$ cat src/rtl/stage_if_pkg.sv
// Shared definitions for the instruction-fetch stage: default opcodes,
// FSM encoding and instruction field slicing helpers.
package stage_if_pkg;

  localparam logic [5:0]  HALT_OP_DEFAULT  = 6'h3F;
  localparam logic [31:0] NOP_INSN_DEFAULT = 32'h0000_0000;

  typedef enum logic {
    RUN    = 1'b0,
    HALTED = 1'b1
  } fetchState_t;

  function automatic logic [5:0] opField(input logic [31:0] instr);
    return instr[31:26];
  endfunction

  function automatic logic [4:0] rsField(input logic [31:0] instr);
    return instr[25:21];
  endfunction

  function automatic logic [4:0] rtField(input logic [31:0] instr);
    return instr[20:16];
  endfunction

  function automatic logic [4:0] rdField(input logic [31:0] instr);
    return instr[15:11];
  endfunction

  function automatic logic [5:0] funcField(input logic [31:0] instr);
    return instr[5:0];
  endfunction

  function automatic logic [15:0] immField(input logic [31:0] instr);
    return instr[15:0];
  endfunction

endpackage

$ cat src/rtl/stage_if_latch.sv
// IF/ID pipeline register: holds PC+4, the raw instruction word and a valid
// flag. Flush injects a bubble and takes priority over a load.
module if_id_latch #(
  parameter logic [31:0] NOP_INSN = 32'h0000_0000
) (
  input  logic        clk,
  input  logic        reset,
  input  logic        load,
  input  logic        flush,
  input  logic [31:0] inPc,
  input  logic [31:0] inInstr,
  output logic [31:0] outPc,
  output logic [31:0] outInstr,
  output logic        valid
);

  // Latch update: reset > flush (bubble) > load > hold.
  always_ff @(posedge clk) begin
    if (reset || flush) begin
      outPc    <= 32'h0;
      outInstr <= NOP_INSN;
      valid    <= 1'b0;
    end else if (load) begin
      outPc    <= inPc;
      outInstr <= inInstr;
      valid    <= 1'b1;
    end
  end

endmodule

$ cat src/rtl/stage_if.sv
// Instruction-fetch stage: PC register, next-PC selection, HALT FSM, fetch
// counter and the IF/ID latch feeding decode. The instruction memory is
// external with a registered read, so imem_addr is driven from the next PC.
module stage_if
  import stage_if_pkg::*;
#(
  parameter int          ADDR_W   = 10,
  parameter logic [31:0] RESET_PC = 32'h0000_0000,
  parameter logic [5:0]  HALT_OP  = HALT_OP_DEFAULT,
  parameter logic [31:0] NOP_INSN = NOP_INSN_DEFAULT
) (
  input  logic              clk,
  input  logic              reset,
  input  logic              stall,
  input  logic              takeBranch,
  input  logic [31:0]       branchTarget,
  input  logic              jump,
  input  logic [31:0]       jumpTarget,
  output logic [ADDR_W-1:0] imem_addr,
  input  logic [31:0]       imem_data,
  output logic [31:0]       outPc,
  output logic [31:0]       outInstr,
  output logic [5:0]        opCode,
  output logic [5:0]        inFunction,
  output logic [4:0]        rs,
  output logic [4:0]        rt,
  output logic [4:0]        rd,
  output logic [15:0]       immediate,
  output logic              valid,
  output logic              halted,
  output logic [31:0]       fetchCount
);

  logic [31:0] pcQ;
  logic [31:0] pcNext;
  fetchState_t stateQ;
  fetchState_t stateNext;
  logic        redirect;
  logic        normalLoad;
  logic        haltSeen;
  logic        flush;
  logic [31:0] fetchCountQ;

  // Per-cycle control decode: what kind of cycle this is.
  always_comb begin
    redirect   = takeBranch | jump;
    normalLoad = !redirect && (stateQ == RUN) && !stall;
    haltSeen   = normalLoad && (opField(imem_data) == HALT_OP);
    flush      = redirect || (stateQ == HALTED);
  end

  // Next-PC priority: reset > branch > jump > halted hold > stall hold > +4.
  // A freshly seen HALT also holds so pcQ rests on the HALT address.
  always_comb begin
    pcNext = pcQ + 32'd4;
    if (reset)
      pcNext = RESET_PC;
    else if (takeBranch)
      pcNext = branchTarget;
    else if (jump)
      pcNext = jumpTarget;
    else if (stateQ == HALTED || stall || haltSeen)
      pcNext = pcQ;
  end

  // Memory registers this address, so imem_data always reflects mem[pcQ].
  assign imem_addr = pcNext[ADDR_W+1:2];

  // PC register.
  always_ff @(posedge clk) begin
    if (reset)
      pcQ <= RESET_PC;
    else
      pcQ <= pcNext;
  end

  // FSM next state: redirect always resumes, a loaded HALT stops fetching.
  always_comb begin
    stateNext = stateQ;
    if (redirect)
      stateNext = RUN;
    else if (haltSeen)
      stateNext = HALTED;
  end

  // FSM state register.
  always_ff @(posedge clk) begin
    if (reset)
      stateQ <= RUN;
    else
      stateQ <= stateNext;
  end

  // Count instructions actually delivered into IF/ID (wraps naturally).
  always_ff @(posedge clk) begin
    if (reset)
      fetchCountQ <= 32'h0;
    else if (normalLoad)
      fetchCountQ <= fetchCountQ + 32'd1;
  end

  if_id_latch #(
    .NOP_INSN (NOP_INSN)
  ) ifIdLatch (
    .clk      (clk),
    .reset    (reset),
    .load     (normalLoad),
    .flush    (flush),
    .inPc     (pcQ + 32'd4),
    .inInstr  (imem_data),
    .outPc    (outPc),
    .outInstr (outInstr),
    .valid    (valid)
  );

  assign opCode     = opField(outInstr);
  assign inFunction = funcField(outInstr);
  assign rs         = rsField(outInstr);
  assign rt         = rtField(outInstr);
  assign rd         = rdField(outInstr);
  assign immediate  = immField(outInstr);
  assign halted     = (stateQ == HALTED);
  assign fetchCount = fetchCountQ;

endmodule

$ cat config.mk
export PLATFORM = sky130hd
export DESIGN_NAME = stage_if
export DESIGN_NICKNAME = d
export VERILOG_FILES = /design/src/rtl/stage_if_pkg.sv /design/src/rtl/stage_if_latch.sv /design/src/rtl/stage_if.sv
export SDC_FILE = /design/constraint.sdc
export NUM_CORES = 1
export LEC_CHECK = 0
export CAP_MARGIN = 10
export CORE_ASPECT_RATIO = 1.2
export CORE_UTILIZATION = 40
export DETAILED_ROUTE_END_ITERATION = 16
export GPL_TIMING_DRIVEN = 0
export HOLD_SLACK_MARGIN = 0.12
export PLACE_DENSITY = 0.86
export SYNTH_ARGS = -nofsm -noshare
export SYNTH_HDL_FRONTEND = slang
export SYNTH_SLANG_ARGS = --single-unit
export TNS_END_PERCENT = 50
$ cat constraint.sdc
create_clock -name clk -period 2.1 [get_ports clk]
set_input_delay 0.21 -clock clk [delete_from_list [all_inputs] [get_ports clk]]
set_output_delay 0.21 -clock clk [all_outputs]
set_load 0.1 [all_outputs]
==> flow_metrics.tcl, run 1 <==
set metrics [dict create \
    r2r-start "halted" \
    synth_edf_count 0 \
    seq_area_frac_synth_pct 40.9 \
    final_area_um2 10600 \
    final-seq-area_um2 2670 \
    finalCriticalPeriod_ns 2.39 \
    dr.pass1.iters 5 \
    syn_inst 787 \
    r2r_end "fetchCount[31]" \
    synth_area_per_cell_um2 8.09 \
    clkPwrFrac_pct 43.7 \
    grt_pass1_vias 6951 \
    drc 0 \
    p_sw_w 0.00190 \
    hold_path_end "ifIdLatch.outInstr[30]" \
    drive_gt1_share_pct 23.6 \
    final_nets 1209 \
    synth.distinct_cells 43 \
    power_density_nw_per_um2 610 \
    multi_input_area_um2 3670 \
    worstPathMaxFanout 6 \
    critPathArrivalTime_ns 2.18 \
    hpwl_um 16200 \
    grtUsageTotal_pct 29.0 \
    gp_congestion 0.900 \
    m1WireLength_um 9130 \
    p_leak_nw 4.66 \
    timing.final.max_slew_violations 0 \
    die_w_um 117 \
    synth-main-ff-cell "dfxtp_1" \
    ys_ff_latch 130 \
    holdCritPathClass "in2reg" \
    route.met2.wl_um 12700 \
    cts_buffer_depth 2 \
    diodes 0 \
    grt_pass1_wl_um 36300 \
    final_common_cell "dlygate4sd2_1" \
    hold_viol_final 0 \
    r2r_slack_ns 0 \
    p_comb_share_pct 16.5 \
    gr-total-overflow 0 \
    setup_viol 10 \
    antenna_left 0 \
    endpoint_kind "output port" \
    routed.top_layer "met5" \
    worst_slew_margin_rel_pct 29.4 \
    ir_drop_mv 0.513 \
    cp.required_ns 1.89 \
    setup_slack_ns -0.292 \
    cts_made_buffers 17 \
    cts_tree "yes" \
    start_util_pct 40.9 \
    worstSkewPairLatency_ns 0.42 \
    synthArstFlopShare_pct 0 \
    port_buffers 250 \
    wirelength_um 25700 \
    violations "setup timing" \
    ys_warn_count 0 \
    die_h_um 140 \
    coreArea_um2 15600 \
    layout_common_cells "dlygate4sd2_1 (132), buf_4 (103), dfxtp_1 (97)" \
    intPower_w 0.00459 \
    clkTransAtPathRegs_ns 0.06 \
    rsz0062_at_grt "true" \
    boundaryPins 252 \
    syn2layout_area_growth_pct 67.1 \
    cts_htree_levels 4 \
    reg2regPathDepth 7 \
    antenna_found_initial 1 \
    max_freq_ghz 0.418 \
    vias 7451 \
    hp-start "imem_data[30]" \
    dieArea_um2 16400 \
    grt_max_degree 17 \
    place_area_um2 9380 \
    wl_met3_um 2450 \
    n_fill_cell 1185 \
    root_buffer "clkbuf_16" \
    viasPerCell 5.61 \
    hold-path-cell-count 3 \
    status "finished, violations left" \
    synth_fp_nets 890 \
    switching_share_pct 29.3 \
    period_share_pct 114 \
    tightest_slew_ns 1.06 \
    syn_area_um2 6370 \
    wl_per_cell_um 19.4 \
    final.setup_skew_ns 0.0153 \
    finalPower_w 0.00649 \
    rows 50 \
    crit_path_start_kind "register" \
    crit_type "reg2out" \
    maxCapViolations 0 \
    first_iter_violations 818 \
    numClockSinks 130 \
    seq_power_share_pct 39.8 \
]
[critical path, cell delays in order (launching register included)]
cell and delay [ns]:
dfxtp_4 0.37, nor2_4 0.11, o21a_1 0.21, clkbuf_8 0.18
nor3_4 0.06, a222oi_1 0.48, a21oi_4 0.13, buf_12 0.21
[logic make-up after synthesis]
kind of cell	synth area share [%]
AND/OR/NAND/NOR	22.3
AO/OA/AOI/OAI	17.5
flip-flops	40.9
buffers and inverters	9.09
XOR/XNOR	9.35
multiplexers	0.491
adder cells (fa/ha/maj)	0.393
[synthesized netlist by cell type, drive strengths merged (6+ instances only)]
| library cell | instances | share of area, % |
|---|---|---|
| o21ai | 27 | 2.1 |
| and4 | 7 | 0.96 |
| and3 | 6 | 0.59 |
| clkbuf | 44 | 2.6 |
| dfxtp | 130 | 41 |
| nand2 | 100 | 5.9 |
| a21oi | 75 | 5.9 |
| buf | 50 | 5.6 |
| nor2 | 76 | 4.5 |
| nand4 | 16 | 1.6 |
| xnor2 | 44 | 6.0 |
| nand3 | 27 | 2.1 |
| inv | 16 | 0.94 |
| o32a | 6 | 0.94 |
| nor4 | 21 | 3.0 |
| o22ai | 14 | 1.4 |
| a22oi | 23 | 2.7 |
| xor2 | 24 | 3.3 |
| nor2b | 6 | 0.59 |
| or3 | 6 | 0.59 |
| a211oi | 10 | 1.2 |
| nor3 | 19 | 1.5 |
[layout make-up]
cell class / instances / area share (%)
plain buffers: 92 / 5.72
clock buffers: 17 / 4.00
clock inverters: 15 / 1.25
inverters: 16 / 0.564
multi-input cells: 547 / 34.5
flip-flops and latches: 130 / 25.1
well taps: 208 / 2.45
repair buffers: 302 / 26.4
[power by group through the flow]
stage | clock network [W] | logic [W] | registers [W]
after global routing | 0.00297 | 0.00111 | 0.00259
after CTS | 0.00284 | 0.00101 | 0.00257
after detailed placement | 0 | 0.000906 | 0.00263
final | 0.00284 | 0.00107 | 0.00258
after global placement | 0 | 0.000899 | 0.00263
after floorplan | 0 | 0.000458 | 0.00271
[state kept, by name, indices dropped and copies added, names as in the netlist]
signal              cells
fetchCount             32
halted                  1
ifIdLatch.outInstr     32
ifIdLatch.outPc        32
ifIdLatch.valid         1
pcQ                    32
[worst max-delay path by stage]
stage | cells after the start | startpoint | end
6_report | 7 | halted | imem_addr[6]
5_1_grt | 7 | halted | imem_addr[6]
4_1_cts | 6 | pcQ[7] | imem_addr[7]
3_5_place_dp | 7 | takeBranch | imem_addr[3]
3_3_place_gp | 7 | takeBranch | imem_addr[4]
2_1_floorplan | 5 | pcQ[5] | imem_addr[7]
[metrics by stage]
stage / hold WS (ns) / worst slack [ns] / utilization, % / instances / TNS (ns)
6_report: 0.133 / -0.292 / 68.3 / 1327 / -1.75
5_1_grt: 0.149 / -0.362 / 68.3 / 1327 / -2.64
4_1_cts: 0.173 / -0.164 / 67.1 / 1313 / -0.926
3_5_place_dp: 0.447 / -2.07 / 60.2 / 1245 / -92.00
3_3_place_gp: 0.441 / -2.03 / 60.2 / 1245 / -89.95
2_1_floorplan: 0.346 / -0.810 / - / 787 / -0.968
[layer usage]
layer,GRT usage (%),up-vias
li1,-,3367
met1,32.4,3437
met2,50.8,505
met3,6.66,140
met4,14.1,2
met5,0,-
[what timing repair did]
item	4_1_cts	5_1_grt
hold buffers	0	0
pin swaps	33	21
gates resized for setup	319	37
endpoints found under the hold margin	0	0
setup endpoints to repair	254	73
setup buffers	39	18
Note: power is estimated with default switching activity, not from simulation.
==> inputs of run 2 (changes only) <==
--- a/config.mk
+++ b/config.mk
@@ -5,13 +5,15 @@
 export SDC_FILE = /design/constraint.sdc
 export NUM_CORES = 1
 export LEC_CHECK = 0
-export CAP_MARGIN = 10
+export CAP_MARGIN = 15
 export CORE_ASPECT_RATIO = 1.2
 export CORE_UTILIZATION = 40
 export DETAILED_ROUTE_END_ITERATION = 16
 export GPL_TIMING_DRIVEN = 0
 export HOLD_SLACK_MARGIN = 0.12
+export MAX_ROUTING_LAYER = met4
 export PLACE_DENSITY = 0.86
+export SLEW_MARGIN = 0
 export SYNTH_ARGS = -nofsm -noshare
 export SYNTH_HDL_FRONTEND = slang
 export SYNTH_SLANG_ARGS = --single-unit
==> run 2 against run 1 <==
The run still ends with setup timing left. Power shrank 0.25%. Design area about the same. Non-clock buffer count is the same.
==> flow_metrics.tcl, run 2 (same netlist as run 1, synthesis figures left out) <==
set metrics [dict create \
    worstPathMaxFanout 2 \
    start_util_pct 40.9 \
    cts_made_buffers 17 \
    max_freq_ghz 0.423 \
    hpwl_um 16200 \
    period_share_pct 112 \
    cts_buffer_depth 2 \
    finalNonFillerCells 1328 \
    vias 7375 \
    numClockSinks 130 \
    grt_pass1_wl_um 36300 \
    final_area_um2 10600 \
    final_common_cell "dlygate4sd2_1" \
    dieArea_um2 16400 \
    place_area_um2 9380 \
    drc 0 \
    rsz0062_at_grt "true" \
    port_buffers 250 \
    dp_worst_setup_slack_ns -2.07 \
    multi_input_area_um2 3670 \
    layout_common_cells "dlygate4sd2_1 (132), buf_4 (102), dfxtp_1 (97)" \
    critPathArrivalTime_ns 2.15 \
    syn2layout_area_growth_pct 67.1 \
    crit_path_start_kind "register" \
    die_h_um 140 \
    antenna_found_initial 1 \
    tightest_slew_ns 1.06 \
    cp.required_ns 1.89 \
    antenna_left 0 \
    maxCapViolations 0 \
    crit_type "reg2out" \
    power_density_nw_per_um2 608 \
    holdCritPathClass "in2reg" \
    wirelength_um 25000 \
    grtUsageTotal_pct 29.8 \
    n_fill_cell 1177 \
    clkTransAtPathRegs_ns 0.06 \
    grt_pass1_vias 6963 \
    drive_gt1_share_pct 23.6 \
    final.setup_skew_ns 0.0102 \
    setup_viol 10 \
    dr.pass1.iters 5 \
    gr-total-overflow 0 \
    root_buffer "clkbuf_16" \
    ir_drop_mv 0.532 \
    r2r_slack_ns 0.01 \
    setup_tns_ns -1.48 \
    first_iter_violations 617 \
    final_nets 1209 \
    coreArea_um2 15600 \
    gp_congestion 0.916 \
    violations "setup timing" \
    worst_slew_margin_rel_pct 29.3 \
    status "finished, violations left" \
    rows 50 \
    endpoint_kind "output port" \
    cts_tree "yes" \
    grt_max_degree 17 \
    cts_htree_levels 4 \
    boundaryPins 252 \
    wl_per_cell_um 18.8 \
    die_w_um 117 \
    timing.final.max_slew_violations 0 \
    hold_viol_final 0 \
    p_leak_nw 4.66 \
    timing.hold.ws_ns 0.135 \
    worstSkewPairLatency_ns 0.42 \
    cts_hold_buffers 0 \
    setup_slack_ns -0.261 \
    finalCriticalPeriod_ns 2.36 \
    dp.cells 1245 \
    final-seq-area_um2 2670 \
    viasPerCell 5.55 \
]
run 2: critical path: stages (launching register included):
cell and delay [ns]:
dfxtp_4 0.36, nand4_1 0.15, or2_4 0.31, a2111oi_4 0.21, xnor2_1 0.15, o211ai_1 0.28
buf_6 0.28
run 2: timing repair:
action,4_1_cts,5_1_grt
gates resized for setup,319,34
pin swaps,33,22
setup endpoints to repair,254,73
setup buffers,39,18
run 2: per-stage QoR:
step	util (%)	total power [W]
2_1_floorplan	-	0.00316
3_3_place_gp	60.2	0.00353
3_5_place_dp	60.2	0.00354
4_1_cts	67.1	0.00642
5_1_grt	68.3	0.00665
6_report	68.3	0.00648
run 2: path summary, 6_finish.rpt:
kind,from,end,cells after the start
worst min-delay path,imem_data[27],ifIdLatch.outInstr[27],3
worst max register to register,halted,fetchCount[31],7
worst min register to register,ifIdLatch.outPc[1],ifIdLatch.outPc[1],2
worst max-delay path,pcQ[5],imem_addr[7],6
run 2: where the power goes:
group	switching, W	internal [W]
logic	0.000621	0.000441
registers	0.0000659	0.00251
clock network	0.00120	0.00163
run 2: area by class of cell:
class	count	area share [%]
diodes	1	0.0235
multi-input cells	547	34.5
repair buffers	302	26.4
clock inverters	15	1.25
flip-flops and latches	130	25.1
inverters	16	0.564
clock buffers	17	4.00
well taps	208	2.45
plain buffers	92	5.69
run 2: routing by layer:
layer	share of wire [%]	vias to the layer above	track usage, %
met3	8.8	108	6.36
met1	36	3385	32.3
met4	5.2	0	14.2
met2	50	526	50.8
met5	0	-	-
li1	-	3356	-
==> inputs of run 3 (changes only) <==
--- a/config.mk
+++ b/config.mk
@@ -7,6 +7,7 @@
 export LEC_CHECK = 0
 export CAP_MARGIN = 15
 export CORE_ASPECT_RATIO = 1.2
+export CORE_MARGIN = 10
 export CORE_UTILIZATION = 40
 export DETAILED_ROUTE_END_ITERATION = 16
 export GPL_TIMING_DRIVEN = 0
==> run 3 against run 2 <==
Largest power group unchanged. Register-to-register slack gained 0.03 ns. Critical endpoint unchanged. Utilization grew 0.45 points. Critical path type unchanged. Global-route usage shrank 5.6 points. First-iteration DRC count grew 2.4%. Largest cell class unchanged. Sequential cell count is the same. Cell count shrank 0.15%. Sequential share of layout area shrank 0.25 points. The flow still finishes with violations (setup timing).
==> flow_metrics.tcl, run 3 (same netlist as run 1, synthesis figures left out) <==
set metrics [dict create \
    status "finished, violations left" \
    violations "setup timing" \
    worstPathMaxFanout 3 \
    drc 0 \
    final.setup_skew_ns 0.0124 \
    gp_congestion 0.909 \
    dieArea_um2 21400 \
    reg2regPathDepth 7 \
    timing.hold.ws_ns 0.191 \
    port_buffers 250 \
    r2r_slack_ns 0.04 \
    p_leak_nw 4.68 \
    setup_slack_ns -0.222 \
    start_util_pct 40.7 \
    holdCritPathClass "in2reg" \
    rows 50 \
    grt_pass1_wl_um 39700 \
    top_usage_layer "met2" \
    die_h_um 158 \
    boundaryPins 252 \
    crit_path_start_kind "register" \
    endpoint_kind "output port" \
    timing.final.max_slew_violations 0 \
    worstSkewPairLatency_ns 0.42 \
    final_common_cell "dlygate4sd2_1" \
    cts_tree "yes" \
    rsz0062_at_grt "true" \
    vias 7394 \
    coreArea_um2 15600 \
    viasPerCell 5.58 \
    hp-start "imem_data[29]" \
    wirelength_um 27100 \
    die_w_um 135 \
    syn2layout_area_growth_pct 68.8 \
    final_nets 1209 \
    grt_max_degree 17 \
    layout_common_cells "dlygate4sd2_1 (140), buf_4 (98), nand2_1 (96), dfxtp_1 (96), clkdlybuf4s50_1 (90)" \
    fin_util_pct 68.8 \
    endpoint "imem_addr[7]" \
    max_freq_ghz 0.431 \
    diodes 0 \
    tightest_slew_ns 1.05 \
    clkTransAtPathRegs_ns 0.06 \
    dr.pass1.iters 5 \
    met1_usage_pct 25.4 \
    gr-total-overflow 0 \
    startpoint "pcQ[8]" \
    drive_gt1_share_pct 23.3 \
    period_share_pct 111 \
    hold_viol_final 0 \
    cts_buffer_depth 2 \
    grt_use_met2_pct 41.6 \
    grt_pass1_vias 7325 \
    antenna_found_initial 0 \
    setup_tns_ns -1.06 \
    r2r-start "halted" \
    wl_per_cell_um 20.4 \
    ir_drop_mv 0.548 \
    numClockSinks 130 \
    power_density_nw_per_um2 626 \
    maxCapViolations 0 \
    finalCriticalPeriod_ns 2.32 \
    crit_type "reg2out" \
    worst_slew_margin_rel_pct 30.5 \
    grtUsageTotal_pct 24.2 \
    hpwl_um 18600 \
    root_buffer "clkbuf_16" \
    cp.required_ns 1.89 \
    antenna_left 0 \
    critPathArrivalTime_ns 2.11 \
    r2r_end "fetchCount[21]" \
    cts_hold_buffers 0 \
    use_met3_pct 7.20 \
    first_iter_violations 632 \
    setup_viol 8 \
    cts_htree_levels 4 \
    cts_made_buffers 17 \
]
run 3: worst min-delay path by stage:
| stage | to | slack (ns) | cells after the start |
|---|---|---|---|
| 4_1_cts | ifIdLatch.outInstr[29] | 0.17 | 3 |
| 6_report | ifIdLatch.outInstr[29] | 0.19 | 3 |
| 2_1_floorplan | ifIdLatch.outInstr[0] | 0.35 | 2 |
| 5_1_grt | ifIdLatch.outInstr[29] | 0.19 | 3 |
| 3_5_place_dp | ifIdLatch.outPc[3] | 0.46 | 2 |
| 3_3_place_gp | ifIdLatch.outPc[0] | 0.44 | 2 |
run 3: through the flow:
step	total power, W	setup WS (ns)	cell area, um2	cells
final	0.00673	-0.222	10800	1326
after global routing	0.00690	-0.259	10800	1326
after CTS	0.00665	-0.195	10400	1307
after detailed placement	0.00354	-2.03	9390	1246
after global placement	0.00353	-2.00	9380	1245
after floorplan	0.00316	-0.810	6620	787
run 3: layout make-up:
type	instances	area, um2
tap	208	260
fill	1191	4880
clock inverter	9	130
multi-input combinational	547	3720
clock buffer	22	474
timing repair buffer	302	2820
sequential	130	2680
inverter	16	60.1
buffer	92	617
run 3: power by group:
part | internal [W] | total, W | switching, W
clock | 0.00195 | 0.00308 | 0.00113
sequential | 0.00252 | 0.00258 | 0.0000675
combinational | 0.000447 | 0.00107 | 0.000623
total | 0.00492 | 0.00673 | 0.00182
run 3: worst max-delay path, stage by stage (launching register included):
cell and delay (ns):
dfxtp_4 0.37, nand4_1 0.11, or2_4 0.28, a2111oi_4 0.23
xnor2_1 0.15, o211ai_1 0.27, buf_6 0.28
run 3: per-layer routing:
metal / vias up / wire length [um]
met5: - / 0
met4: 0 / 1030
met3: 104 / 2440
met2: 481 / 13400
met1: 3455 / 10300
li1: 3354 / -
run 3: timing repair:
item | CTS | global route
pin swaps | 23 | 23
gates resized for setup | 318 | 43
setup buffers | 33 | 22
endpoints found under the setup margin | 261 | 42
==> RTL change, RTL diff (config.mk and constraints of run 2) <==
The parameter `ADDR_W` goes from 10 to 9.
--- a/src/rtl/stage_if.sv
+++ b/src/rtl/stage_if.sv
@@ -4,7 +4,7 @@
 module stage_if
   import stage_if_pkg::*;
 #(
-  parameter int          ADDR_W   = 10,
+  parameter int          ADDR_W   = 9,
   parameter logic [31:0] RESET_PC = 32'h0000_0000,
   parameter logic [5:0]  HALT_OP  = HALT_OP_DEFAULT,
   parameter logic [31:0] NOP_INSN = NOP_INSN_DEFAULT
Ports: changed (resized imem_addr); port bits go from 252 to 251. No check against the original RTL was run, so the function may have changed too.
==> RTL change against run 2 <==
  * The run still ends with negative setup slack left
  * Hold slack worse by 18 ps
  * Sequential cell count stayed put
  * Clock skew is 5.0 ps higher
  * Synthesized area is 2.7% higher
  * Total power is 0.82% higher
  * Sequential share of layout area is 0.38 points lower
  * Cell area is 1.5% higher
  * Via count is 4.6% higher
  * Worst setup slack worse by 74 ps
  * Routed wire length is 10% higher
  * Critical path type unchanged
==> RTL change: results (changes against run 2) <==
number of clock-tree buffers in the layout: 23 (+6)
Detail Placement HPWL: 18.93 mm (+17%)
total track usage: 32.82% (+3.1 points)
worst slack at placement: -2105 ps (-39.65 ps)
Clock Power Share: 43.0% (-0.7 points)
slew of the pin with the lowest slew margin: 1093 ps (+28.60 ps)
Peak supply drop: 0.6113 mV (+15%)
M2 GR Usage: 56.26% (+5.5 points)
# diodes: 1 (unchanged)
Root Driver: clkbuf_16
CTS Buffer Depth: 2 (unchanged)
CP Max Fanout: 6 (+4)
cell accounting for the most synthesized area: dfxtp_1
Synth area leaders: dfxtp_1, nand2_1, a21oi_1
final wirelength: 27.53 mm (+10%)
pin count of the biggest net entering global routing: 17 (unchanged)
Fillers: 1259 (+7.0%)
first-pass GRT wire length: 41.30 mm (+14%)
area of the multi-input gates: 3839 um2 (+4.6%)
NonClk Buf Share: 31.79% (-0.34 points)
met3 usage: 8.213% (+1.9 points)
Non-CTS buffers: 387 (-1.8%)
clk_skew: 15.16 ps (+4.975 ps)
Leakage: 0.004769 uW (+2.4%)
post-synthesis sequential area ratio: 39.79% (-1.1 points)
vias in the first global route: 7493 (+7.6%)
fraction of area in registers: 24.74% (-0.38 points)
Die Wd: 118.7 um (+1.3%)
ratio of cells with drive above 1 in the final layout: 24.69% (+1.1 points)
Layout Nets: 1228 (+1.6%)
Final setup viols: 22 (+12)
status: finished with violations
Commonest cells post-synth: dfxtp_1, nand2_1, nor2_1
Slowest-stage cell, CP: dfxtp_4
clock-cell share of area: 5.094% (-0.15 points)
critical path's largest stage delay: 340 ps (-20 ps)
Non-Filler Instances: 1347 (+1.4%)
worst setup margin: -335.0 ps (-73.53 ps)
Non-clock inverters: 12 (-4)
grt met1 use: 36.15% (+3.8 points)
Netlist cell types: 59 (+37%)
syn avg cell area: 8.054 um2 (-0.49%)
sequential fraction of design power: 39.9% (about the same)
failing checks: negative setup slack
number of buffers added on ports: 249 (-0.40%)
Worst Path Arrival: 2220 ps (+70 ps)
Net Switching: 1860 uW (-1.5%)
GPL Wtd Cong: 0.9441 (+3.1%)
comb_multi_in: 577 (+5.5%)
TritonCTS Buffers: 17 (unchanged)
post-synthesis net count: 915 (+2.8%)
DR iter-0 viols: 746 (+21%)
synthesized flop and latch total: 130 (unchanged)
cell family with most CP delay: simple AND/OR/NAND/NOR gates
routed via count: 7713 (+4.6%)
## RTL change: changes by cell type in the layout (fill, tap and decap cells not counted), moves of 7 or more
cell and change:
xor2_1 +9, dlymetal6s2s_1 +7, o21ai_0 +13, buf_4 +13, a31oi_1 +7, dlygate4sd2_1 -25
xnor2_1 -24, nand2_1 +16, and3_1 +11, nand3_1 -7
## RTL change: repair_timing
item                                    CTS  global route
gates resized for setup                 288            59
endpoints found under the setup margin  244            83
pin swaps                                22            26
hold endpoints to repair                  0             1
buffers inserted                         41            10
hold buffers                              0             1
## RTL change: metal layers
layer | vias up | wire [um]
met5 | - | 0
met4 | 0 | 1056
li1 | 3494 | -
met3 | 88 | 2609
met1 | 3649 | 10370
met2 | 482 | 13490
## RTL change: path summary, 6_finish.rpt
check / startpoint / to / slack, ps
worst max register to register: halted / fetchCount[25] / -120
worst min-delay path: imem_data[31] / ifIdLatch.outInstr[31] / 120
worst max-delay path: halted / imem_addr[7] / -330
worst min register to register: ifIdLatch.outPc[1] / ifIdLatch.outPc[1] / 450
## RTL change: cell families after synthesis
group / after synthesis / share of synthesized area (%)
AO/OA/AOI/OAI: 210 / 20.18
XOR/XNOR: 54 / 7.232
adder cells (fa/ha/maj): 2 / 0.3826
buffers and inverters: 105 / 8.762
flip-flops: 130 / 39.79
multiplexers: 4 / 0.6313
AND/OR/NAND/NOR: 307 / 23.02
## RTL change: stage by stage
stage / hold WS, ps / area, um2 / setup TNS [ps] / power (uW)
global route: 150.8 / 10810 / -6200 / 6714
floorplan: 318.5 / 6777 / -187.4 / 3199
finish: 117.0 / 10810 / -3226 / 6528
CTS: 265.7 / 10560 / -2125 / 6473
global placement: 438.4 / 9529 / -90340 / 3598
detailed placement: 446.4 / 9529 / -97250 / 3609
